--- src/rtl/packet_endpoint.sv ---
// Receive endpoint: samples a held {payload, ip, port} record, captures each
// new record into a first-word fall-through FIFO, and exposes a read port plus
// saturating accepted/dropped counters.
module packet_endpoint #(
  parameter int DATA_WIDTH    = 256,
  parameter int PAYLOAD_WIDTH = DATA_WIDTH * 3 - 432,
  parameter int DEPTH         = 4
) (
  input  logic                     clk,
  input  logic                     rst,
  input  logic [PAYLOAD_WIDTH-1:0] data_in,
  input  logic [31:0]              ip,
  input  logic [15:0]              port,
  input  logic                     rd_en,
  output logic                     rd_valid,
  output logic [PAYLOAD_WIDTH-1:0] rd_data,
  output logic [31:0]              rd_ip,
  output logic [15:0]              rd_port,
  output logic                     full,
  output logic [15:0]              pkt_count,
  output logic [15:0]              drop_count
);

  localparam int AW  = $clog2(DEPTH);
  localparam int REC = PAYLOAD_WIDTH + 48;
  localparam logic [AW:0] DEPTH_L = (AW + 1)'(DEPTH);

  // Storage is deliberately not reset; the read port masks it while empty.
  logic [PAYLOAD_WIDTH-1:0] r_mem_data [DEPTH];
  logic [31:0]              r_mem_ip   [DEPTH];
  logic [15:0]              r_mem_port [DEPTH];

  // Pointers carry one extra wrap bit so full and empty are distinguishable.
  logic [AW:0]     r_wr_ptr;
  logic [AW:0]     r_rd_ptr;
  logic [REC-1:0]  r_last_rec;
  logic [15:0]     r_pkt_count;
  logic [15:0]     r_drop_count;

  logic [REC-1:0]  w_rec;
  logic [AW:0]     w_count;
  logic            w_full;
  logic            w_empty;
  logic            w_capture;
  logic            w_pop;
  logic            w_push;
  logic            w_drop;

  assign w_rec   = {data_in, ip, port};
  assign w_count = r_wr_ptr - r_rd_ptr;
  assign w_full  = (w_count == DEPTH_L);
  assign w_empty = (w_count == '0);

  // Capture test is an if-condition so unknown/undriven inputs never capture.
  always_comb begin
    w_capture = 1'b0;
    if ((ip != 32'd0) && (w_rec != r_last_rec)) begin
      w_capture = 1'b1;
    end
  end

  // A same-cycle pop frees a slot, so a capture into a full FIFO is accepted.
  assign w_pop  = rd_en && !w_empty;
  assign w_push = w_capture && (!w_full || w_pop);
  assign w_drop = w_capture && w_full && !w_pop;

  // Pointer, last-record and counter state; reset wins over any capture.
  always_ff @(posedge clk) begin
    if (rst) begin
      r_wr_ptr     <= '0;
      r_rd_ptr     <= '0;
      r_last_rec   <= '0;
      r_pkt_count  <= '0;
      r_drop_count <= '0;
    end else begin
      if (w_capture) begin
        r_last_rec <= w_rec;
      end
      if (w_push) begin
        r_wr_ptr <= r_wr_ptr + 1'b1;
        if (r_pkt_count != 16'hFFFF) begin
          r_pkt_count <= r_pkt_count + 16'd1;
        end
      end
      if (w_drop && (r_drop_count != 16'hFFFF)) begin
        r_drop_count <= r_drop_count + 16'd1;
      end
      if (w_pop) begin
        r_rd_ptr <= r_rd_ptr + 1'b1;
      end
    end
  end

  // Tail write of an accepted record.
  always_ff @(posedge clk) begin
    if (!rst && w_push) begin
      r_mem_data[r_wr_ptr[AW-1:0]] <= data_in;
      r_mem_ip[r_wr_ptr[AW-1:0]]   <= ip;
      r_mem_port[r_wr_ptr[AW-1:0]] <= port;
    end
  end

  // Head entry falls through to the read port; zeros while empty.
  always_comb begin
    rd_data = '0;
    rd_ip   = '0;
    rd_port = '0;
    if (!w_empty) begin
      rd_data = r_mem_data[r_rd_ptr[AW-1:0]];
      rd_ip   = r_mem_ip[r_rd_ptr[AW-1:0]];
      rd_port = r_mem_port[r_rd_ptr[AW-1:0]];
    end
  end

  assign rd_valid   = !w_empty;
  assign full       = w_full;
  assign pkt_count  = r_pkt_count;
  assign drop_count = r_drop_count;

endmodule

--- config.mk ---
export PLATFORM = sky130hd
export DESIGN_NAME = packet_endpoint
export DESIGN_NICKNAME = d
export VERILOG_FILES = /design/src/rtl/packet_endpoint.sv
export SDC_FILE = /design/constraint.sdc
export NUM_CORES = 2
export LEC_CHECK = 0
export CAP_MARGIN = 20
export CORE_UTILIZATION = 45
export DETAILED_ROUTE_END_ITERATION = 16
export PLACE_DENSITY_LB_ADDON = 0.25
export SLEW_MARGIN = 20
export SYNTH_ARGS = -nofsm -noshare
export SYNTH_HDL_FRONTEND = slang
export SYNTH_SLANG_ARGS = --single-unit
--- constraint.sdc ---
create_clock -name clk -period 37.1 [get_ports clk]
set_input_delay 3.71 -clock clk [delete_from_list [all_inputs] [get_ports clk]]
set_output_delay 3.71 -clock clk [all_outputs]
set_load 0.01 [all_outputs]
==> metrics.md <==
| Metric | Value |
|---|---|
| Outcome | `completed` |
| Final Critical Period | `10.30 ns` |
| Starting Density | `0.4529` |
| Ys async rst share | `0` |
| Post-CTS setup buffers | `0` |
| Top cells by area, synth | `edfxtp_1, mux4_2, dfxtp_1` |
| Final #Nets | `5706` |
| Rows | `152` |
| Synth Instances | `4463` |
| Antenna Violating Nets Remaining | `0` |
| Clock sink total | `1960` |
| Critical Path RT | `33.39 ns` |
| Max Fanout on Critical Path | `47` |
| Cell taking the most area after synthesis | `edfxtp_1` |
| Initial antenna violation count | `45` |
| Max-slew headroom | `0.1288` |
| Synth Flop Type | `edfxtp_1` |
| Element type at the critical path end | `output pin` |
| Resize count post-CTS | `0` |
| Count of final setup violators | `0` |
| Vias per cell | `5.558` |
| Crit Path Category | `reg2out` |
| Post-DP HPWL | `160.6 mm` |
| H-Tree Depth | `4` |
| Number of distinct library cells after synthesis | `41` |
| Top achievable clock speed | `0.09711 GHz` |
| Root Driver | `clkbuf_16` |
| DIE HEIGHT | `417.3 um` |
| Synth Register Bits | `1960` |
| Post-synth EDFFs | `1536` |
| Placed Area | `0.08817 mm^2` |
| Pins Over Slew Limit | `0` |
| Largest net degree at the start of global routing | `146` |
| Max cap viols | `0` |
| GPL Wtd Cong | `0.8376` |
| Power density over cell area | `73.87 mW/mm^2` |
| Crit start category | `flip-flop` |
| Worst-Margin Slew | `1.307 ns` |
| DR pass1 iterations | `5` |
| Post-synthesis net count | `4859` |
| Post-synth top area share | `0.5944` |
| Final hold viol count | `0` |
| Leak | `33.23 nW` |
| # IOs | `805` |
| Worst-Skew Late Latency | `0.84 ns` |
| Ratio of cells with drive above 1 in the final layout | `0.1410` |
| Critical Path AT | `6.59 ns` |
| Sequential share of the synthesized area | `0.7038` |
| Fin crit share | `0.2776` |
| TritonCTS clock tree | `yes` |
| Residual overflow from global routing | `0` |
| CORE AREA | `0.1714 mm^2` |
| Via Count | `43420` |
| HP Class | `reg2reg` |
| Die W | `417.3 um` |
| Worst reg-to-reg setup slack | `30.98 ns` |
| CTS buffer count | `198` |
| Die area | `0.1741 mm^2` |
| First-pass GRT wire length | `324.0 mm` |
| Gr usage total | `0.2655` |
| # DRC | `0` |
| Post-Route WL | `234.0 mm` |
| Number of global-route vias before repair | `42850` |
| Worst-path clk slew | `0.06 ns` |
| Max Root-Sink Buffers | `3` |
| VDD IR max | `0.00006525 V` |
| Post-Syn Area | `0.07760 mm^2` |
| Wire per inst | `29.96 um` |
| Post-CTS Hold Fix Bufs | `0` |
| Detailed Route Iter0 Violations | `3810` |
| Mapped Avg Cell Area | `17.39 um^2` |
| IO Port Bufs | `804` |
| Unrepaired setup endpoints after global routing | `no` |
| Design area | `0.09470 mm^2` |
| Warnings from Yosys | `0` |
| Total Neg Setup Slack | `0 ns` |
| Clock skew | `0.05061 ns` |
| Syn-to-layout area delta | `22.03%` |
[stage by stage]
step / hold WS (ns) / power [mW] / worst slack, ns / util / cells
3_3_place_gp: 0.4941 / 5.076 / 26.57 / 0.5144 / 7419
2_1_floorplan: 0.4819 / 4.039 / 2.997 / - / 4463
5_1_grt: 0.5358 / 7.233 / 26.11 / 0.5526 / 7811
3_5_place_dp: 0.5011 / 5.081 / 26.76 / 0.5145 / 7420
4_1_cts: 0.5171 / 7.068 / 26.37 / 0.5523 / 7792
6_report: 0.5133 / 6.996 / 26.80 / 0.5526 / 7812
[report_power, final]
group,switching (mW),total (mW),internal [mW]
Sequential,0.0698,2.69,2.62
Clock,0.862,1.99,1.12
Combinational,1.19,2.32,1.13
[state kept, by name (all words and copies together) (netlist names), named ones only]
name	flops
r_wr_ptr	3
r_last_rec	384
r_rd_ptr	3
r_mem_ip	128
r_mem_port	64
r_mem_data	1344
pkt_count	16
drop_count	16
[cell type report]
type / instances / area (um^2)
fillers: 13520 / 76660
well taps: 2310 / 2890
clock inverters: 107 / 1131
multi-input cells: 2266 / 21960
inverters: 9 / 33.78
clock buffers: 265 / 5346
diodes: 20 / 50.05
repair buffers: 875 / 8668
flip-flops and latches: 1960 / 54620
[layout by cell type, fill, tap and decap left out, types with 14 or more instances in the layout]
cell and instances:
edfxtp_1 1536, clkdlybuf4s50_1 803, nor2_1 426, dfxtp_1 422, xnor2_1 385, and2_1 385
mux2i_1 385, mux4_2 384, clkbuf_16 198, nand4_1 113, buf_4 63, clkbuf_1 53
nor4_1 37, clkinv_1 36, clkinv_2 27, nand3_1 22, mux2_2 22, nor2b_1 21
diode_2 20, bufinv_16 15, clkbuf_8 14
[cell usage after synthesis (all sizes together) (2+ instances only)]
library cell  count
or3               4
mux2             23
edfxtp         1536
o21ai             6
ha                9
xor2              3
and3              8
nor3b             4
a21oi            11
nand2            11
or4               3
nand4           113
nor4             39
and4              2
xnor2           385
nor2b            21
nand3            23
and2            385
o31ai             3
clkbuf          146
dfxtp           424
a211oi            3
a41oi             2
mux4            384
mux2i           385
inv               9
nand2b            2
nor3              6
nor2            426
buf              82
[cell families after synthesis]
logic type,share of synthesized area
mux,0.1644
compound gates,0.002467
fa+ha+maj,0.001451
xor+xnor,0.04379
simple gates,0.07017
buf+inv,0.01391
flops,0.7038
[worst paths after layout]
| path | startpoint | endpoint | cells past startpoint |
|---|---|---|---|
| min | r_last_rec[313] | r_last_rec[313] | 2 |
| max | flip-flop | rd_data[230] | 7 |
| max reg2reg | r_last_rec[109] | r_mem_data[3][64] | 12 |
| min reg2reg | r_last_rec[313] | r_last_rec[313] | 2 |
[critical path, stage by stage, from the launching register on]
cell             delay (ns)
dfxtp_4                0.81
buf_4                  0.87
buf_4                  0.76
buf_4                  0.87
buf_4                  0.92
mux4_2                 0.59
and2_1                 0.16
clkdlybuf4s50_1        0.65
[routing by layer]
metal / up-vias / GRT usage / part of all wire
li1: 18720 / - / -
met1: 22820 / 0.3543 / 0.41
met2: 1521 / 0.4386 / 0.50
met3: 342 / 0.04242 / 0.058
met4: 24 / 0.09976 / 0.035
met5: - / 0 / 0.00066
Note: power is estimated with default switching activity, not from simulation.
